$ cat src/rtl/branch_predict_ctrl.sv
// branch_predict_ctrl: 16-entry 2-bit branch predictor with EX-stage redirect/flush control
module branch_predict_ctrl (
    input  logic        clk,
    input  logic        rst,
    input  logic        if_valid,
    input  logic [31:0] if_pc,
    output logic        pred_taken,
    input  logic        ex_valid,
    input  logic [31:0] ex_pc,
    input  logic [2:0]  ex_branch,
    input  logic        ex_zero,
    input  logic        ex_pred_taken,
    input  logic        stall,
    output logic [1:0]  pc_src,
    output logic        jump_reg,
    output logic        flush,
    output logic [15:0] branch_cnt,
    output logic [15:0] mispred_cnt
);
    localparam logic [1:0] S_NORMAL  = 2'd0;
    localparam logic [1:0] S_RECOVER = 2'd1;
    localparam logic [1:0] S_DRAIN   = 2'd2;

    logic [1:0]  r_state;
    logic [1:0]  r_sel;
    logic        r_jr;
    logic [1:0]  r_ctr [16];
    logic [15:0] r_bc;
    logic [15:0] r_mc;
    logic        w_resolve;
    logic        w_cond;
    logic        w_jump;
    logic        w_actual;
    logic        w_redirect;
    logic [1:0]  w_sel;
    logic [1:0]  w_cur;
    logic [1:0]  w_next;
    logic        w_unused;

    assign w_unused   = &{1'b0, if_pc[31:6], if_pc[1:0], ex_pc[31:6], ex_pc[1:0]};
    assign w_resolve  = ex_valid & ~stall & (r_state == S_NORMAL);
    assign w_cond     = (ex_branch == 3'b001) | (ex_branch == 3'b100);
    assign w_jump     = (ex_branch == 3'b010) | (ex_branch == 3'b011);
    assign w_actual   = (ex_branch == 3'b001) ? ex_zero : ~ex_zero;
    assign w_redirect = w_resolve & ((w_cond & (w_actual != ex_pred_taken)) | w_jump);
    assign w_sel      = w_jump ? 2'b11 : (w_actual ? 2'b01 : 2'b10);
    assign w_cur      = r_ctr[ex_pc[5:2]];
    assign w_next     = w_actual ? ((w_cur == 2'b11) ? 2'b11 : w_cur + 2'b01)
                                 : ((w_cur == 2'b00) ? 2'b00 : w_cur - 2'b01);

    assign pred_taken  = if_valid & r_ctr[if_pc[5:2]][1];
    assign pc_src      = (r_state == S_RECOVER) ? r_sel : 2'b00;
    assign jump_reg    = (r_state == S_RECOVER) & r_jr;
    assign flush       = (r_state == S_RECOVER) | (r_state == S_DRAIN);
    assign branch_cnt  = r_bc;
    assign mispred_cnt = r_mc;

    // Recovery sequence: one redirect cycle, then one squash-only cycle; stall freezes it
    always_ff @(posedge clk) begin
        if (rst)
            r_state <= S_NORMAL;
        else if (!stall)
            r_state <= (r_state == S_NORMAL) ? (w_redirect ? S_RECOVER : S_NORMAL) :
                       (r_state == S_RECOVER) ? S_DRAIN : S_NORMAL;
    end

    // Capture the redirect target select at resolve time for use in RECOVER
    always_ff @(posedge clk) begin
        if (rst) begin
            r_sel <= 2'b00;
            r_jr  <= 1'b0;
        end else if (w_redirect) begin
            r_sel <= w_sel;
            r_jr  <= (ex_branch == 3'b011);
        end
    end

    // Train the saturating counter of a resolved conditional branch
    always_ff @(posedge clk) begin
        if (rst) begin
            for (int i = 0; i < 16; i++) r_ctr[i] <= 2'b01;
        end else if (w_resolve && w_cond) begin
            r_ctr[ex_pc[5:2]] <= w_next;
        end
    end

    // Saturating statistics counters
    always_ff @(posedge clk) begin
        if (rst) begin
            r_bc <= 16'd0;
            r_mc <= 16'd0;
        end else begin
            if (w_resolve && w_cond) r_bc <= r_bc + 16'(r_bc != 16'hFFFF);
            if (w_redirect)          r_mc <= r_mc + 16'(r_mc != 16'hFFFF);
        end
    end
endmodule

$ cat config.mk
export PLATFORM = sky130hd
export DESIGN_NAME = branch_predict_ctrl
export DESIGN_NICKNAME = d
export VERILOG_FILES = /design/src/rtl/branch_predict_ctrl.sv
export SDC_FILE = /design/constraint.sdc
export NUM_CORES = 1
export LEC_CHECK = 0
export CAP_MARGIN = 5
export CORE_MARGIN = 3
export CORE_UTILIZATION = 51
export DETAILED_ROUTE_END_ITERATION = 8
export GPL_TIMING_DRIVEN = 0
export PLACE_DENSITY = 0.87
export SLEW_MARGIN = 25
export SYNTH_ARGS = -nofsm -noshare
export SYNTH_HDL_FRONTEND = slang
export SYNTH_SLANG_ARGS = --single-unit
$ cat constraint.sdc
create_clock -name clk -period 5 [get_ports clk]
set_input_delay 1.5 -clock clk [delete_from_list [all_inputs] [get_ports clk]]
set_output_delay 1.5 -clock clk [all_outputs]
set_load 0.01 [all_outputs]
==> flow_metrics.env <==
export IMPL_dpl_hpwl_um=6310
export IMPL_cts_setup_buffers=0
export IMPL_endpoint_kind="output port"
export IMPL_hold_violations=0
export IMPL_drive_gt1_share_pct=9.03
export IMPL_ys_warn_count=0
export IMPL_cts_tree="done"
export IMPL_p_leak_nw=1.37
export IMPL_synth_area_sq_um=3660
export IMPL_vdd_drop_max_mv=0.144
export IMPL_dpl_cell_area_sq_um=4300
export IMPL_firstDrtPassIters=5
export IMPL_antenna_found_initial=0
export IMPL_final_cell_area_sq_um=4460
export IMPL_utilization_pct=65.0
export IMPL_power_density_nw_per_um2=244
export IMPL_max_freq_ghz=0.210
export IMPL_yosysTopAreaCellShare_pct=26.2
export IMPL_pre_cts_slack_ns=-0.240
export IMPL_drt_iter0_markers=209
export IMPL_setup_viol=0
export IMPL_worstSetupPathType="in2out"
export IMPL_placedCellCount=523
export IMPL_hold_path_class="reg2reg"
export IMPL_grt_overflow=0
export IMPL_drv_cap=0
export IMPL_clock_skew_ns=0.0154
export IMPL_finalCriticalPeriod_ns=4.75
export IMPL_grt_pass1_wl_um=14700
export IMPL_synth_area_leaders="edfxtp_1, dfxtp_1, mux4_2"
export IMPL_ys_ff_latch=69
export IMPL_start_util_pct=53.3
export IMPL_worst_pin_slew_ns=0.845
export IMPL_slew_violations=0
export IMPL_ios=111
export IMPL_rsz0062_at_grt="no"
export IMPL_wl_per_cell_um=16.0
export IMPL_startpoint_type="primary input"
export IMPL_diodes=0
export IMPL_cts_buffer_depth=2
export IMPL_slowest_delay_ns=0.50
export IMPL_ys_types=41
export IMPL_power_mw=1.09
export IMPL_wl_um=8620
export IMPL_seq_area_frac_synth_pct=46.4
export IMPL_finalNonFillerCells=539
export IMPL_num_rows=30
export IMPL_vias=3103
export IMPL_grt_util_all_layers_pct=22.2
export IMPL_area_growth_pct=21.8
export IMPL_path_cells="clkbuf_2, mux4_2, mux4_2, and2_1, clkdlybuf4s50_1"
export IMPL_die_w_um=90.8
export IMPL_root_buffer="clkbuf_8"
export IMPL_synth_avg_cell_area_sq_um=9.77
export IMPL_required_ns=3.50
export IMPL_grt_pass1_vias=3157
export IMPL_period_share_pct=95.0
export IMPL_die_area_sq_um=8240
export IMPL_coreArea_sq_um=6870
export IMPL_arrival_ns=3.25
export IMPL_synth_nets=457
export IMPL_clk_pin_slew_ns=0.07
export IMPL_gp_congestion=0.899
export IMPL_crit_fanout=4
export IMPL_drc=0
export IMPL_grt_max_degree=13
export IMPL_htree_levels=3
export IMPL_via_per_inst=5.76
export IMPL_crit_top_cell="mux4_2"
export IMPL_synth_largest_area_cell="edfxtp_1"
export IMPL_nNetsFinal=520
export IMPL_slowest_stage="mux4_2"
export IMPL_run_status="finished clean"
export IMPL_io_buffers=52
export IMPL_final_critical_path_setup_slack_ns=0.248
export IMPL_slew_headroom_pct=43.3
export IMPL_antenna_left=0
export IMPL_synth_cells=375
export IMPL_cts_sinks=69
export IMPL_clk_latency_ns=0.35
export IMPL_cts_made_buffers=9
export IMPL_die_height_um=90.8
## flip-flops by register name, indices dropped and copies added (netlist names)
register,flops
r_state,2
r_sel,2
r_ctr,32
mispred_cnt,16
r_jr,1
branch_cnt,16
## repair_timing
action                                  in CTS  in global routing
hold buffers                                 0                  0
pin swaps                                    0                  0
endpoints found under the setup margin       1                  1
resized for setup                            1                  3
## Yosys cell counts
| library cell | n |
|---|---|
| nor2_1 | 47 |
| nand2_1 | 40 |
| dfxtp_1 | 37 |
| edfxtp_1 | 32 |
| nand3_1 | 24 |
| xnor2_1 | 19 |
| nand2b_1 | 16 |
| nor3_1 | 16 |
| a21oi_1 | 13 |
| clkbuf_1 | 11 |
| mux4_2 | 9 |
| and2_1 | 8 |
| ha_1 | 8 |
| inv_1 | 8 |
| mux2i_1 | 7 |
| o31ai_1 | 6 |
| or2_2 | 6 |
| or4_1 | 6 |
| buf_2 | 5 |
| mux2_2 | 5 |
| nand4_1 | 5 |
| nor4_1 | 5 |
| xor2_1 | 5 |
| a2111oi_0 | 4 |
| a211oi_1 | 4 |
| and4_1 | 4 |
| maj3_1 | 4 |
| nor2b_1 | 3 |
| nor3b_1 | 3 |
| or3_1 | 3 |
| nand3b_1 | 2 |
| a21o_1 | 1 |
| a221o_1 | 1 |
| a221oi_1 | 1 |
| a22oi_1 | 1 |
| a31oi_1 | 1 |
| o21ai_0 | 1 |
| o221ai_1 | 1 |
| o22ai_1 | 1 |
| or3b_1 | 1 |
| or4b_1 | 1 |
## path summary, 6_finish.rpt
kind                       from             end  slack [ns]  cells after the start
hold / removal             r_jr            r_jr        0.47                      2
setup reg to reg  branch_cnt[2]  branch_cnt[14]        2.36                     10
setup / recovery       if_pc[2]      pred_taken        0.25                      5
hold reg to reg            r_jr            r_jr        0.47                      2
## worst max-delay path, delay by kind of cell
kind | cells | cell delay (ns)
simple gates | 1 | 0.16
mux | 2 | 0.96
buf+inv | 2 | 0.62
## layer usage
layer	share of wire, %	vias to the layer above	global-route usage, %
met5	0	-	0
met4	1.6	0	8.93
met3	6.0	19	5.25
met2	49	117	36.9
met1	43	1477	27.7
li1	-	1490	-
## kinds of logic (layout without fill, tap and decap cells)
logic type      count (synthesis)  count (layout)  synth area share (%)
compound gates                 35              35                  6.42
xor+xnor                       24              24                  5.74
fa+ha+maj                      12              12                  3.83
buf+inv                        24              92                  2.63
flops                          69              69                  46.4
mux                            21              21                  8.98
simple gates                  190             190                  26.0
## cells in the final DEF (no fill, tap or decap), types with 5 or more instances in the layout
cell	Yosys	routed
a21oi_1	13	13
and2_1	8	8
buf_2	5	5
clkbuf_1	11	13
clkbuf_8	0	9
clkdlybuf4s50_1	0	50
dfxtp_1	37	37
edfxtp_1	32	32
ha_1	8	8
inv_1	8	8
mux2_2	5	5
mux2i_1	7	7
mux4_2	9	9
nand2_1	40	40
nand2b_1	16	16
nand3_1	24	24
nand4_1	5	5
nor2_1	47	47
nor3_1	16	16
nor4_1	5	5
o31ai_1	6	6
or2_2	6	6
or4_1	6	6
xnor2_1	19	19
xor2_1	5	5
## power breakdown
part | total [mW] | internal, mW | switching [mW]
clock network | 0.383 | 0.177 | 0.206
registers | 0.602 | 0.596 | 0.00540
logic | 0.106 | 0.0446 | 0.0611
total | 1.09 | 0.818 | 0.272
## final cells by class
class	instances	area, sq um
Tap cell	96	120
Fill cell	535	2410
Inverter	8	30.0
Sequential cell	69	1700
Multi-Input combinational cell	282	1870
Clock buffer	11	131
Clock inverter	5	28.8
Buffer	16	66.3
Timing Repair Buffer	52	518
## stage by stage
step | hold WS, ns | TNS, ns
global placement | 0.438 | -0.235
finish | 0.473 | 0
global route | 0.501 | 0
floorplan | 0.427 | 0
detailed placement | 0.467 | -0.240
CTS | 0.473 | 0
No activity file was read; power rests on OpenSTA's default activity.
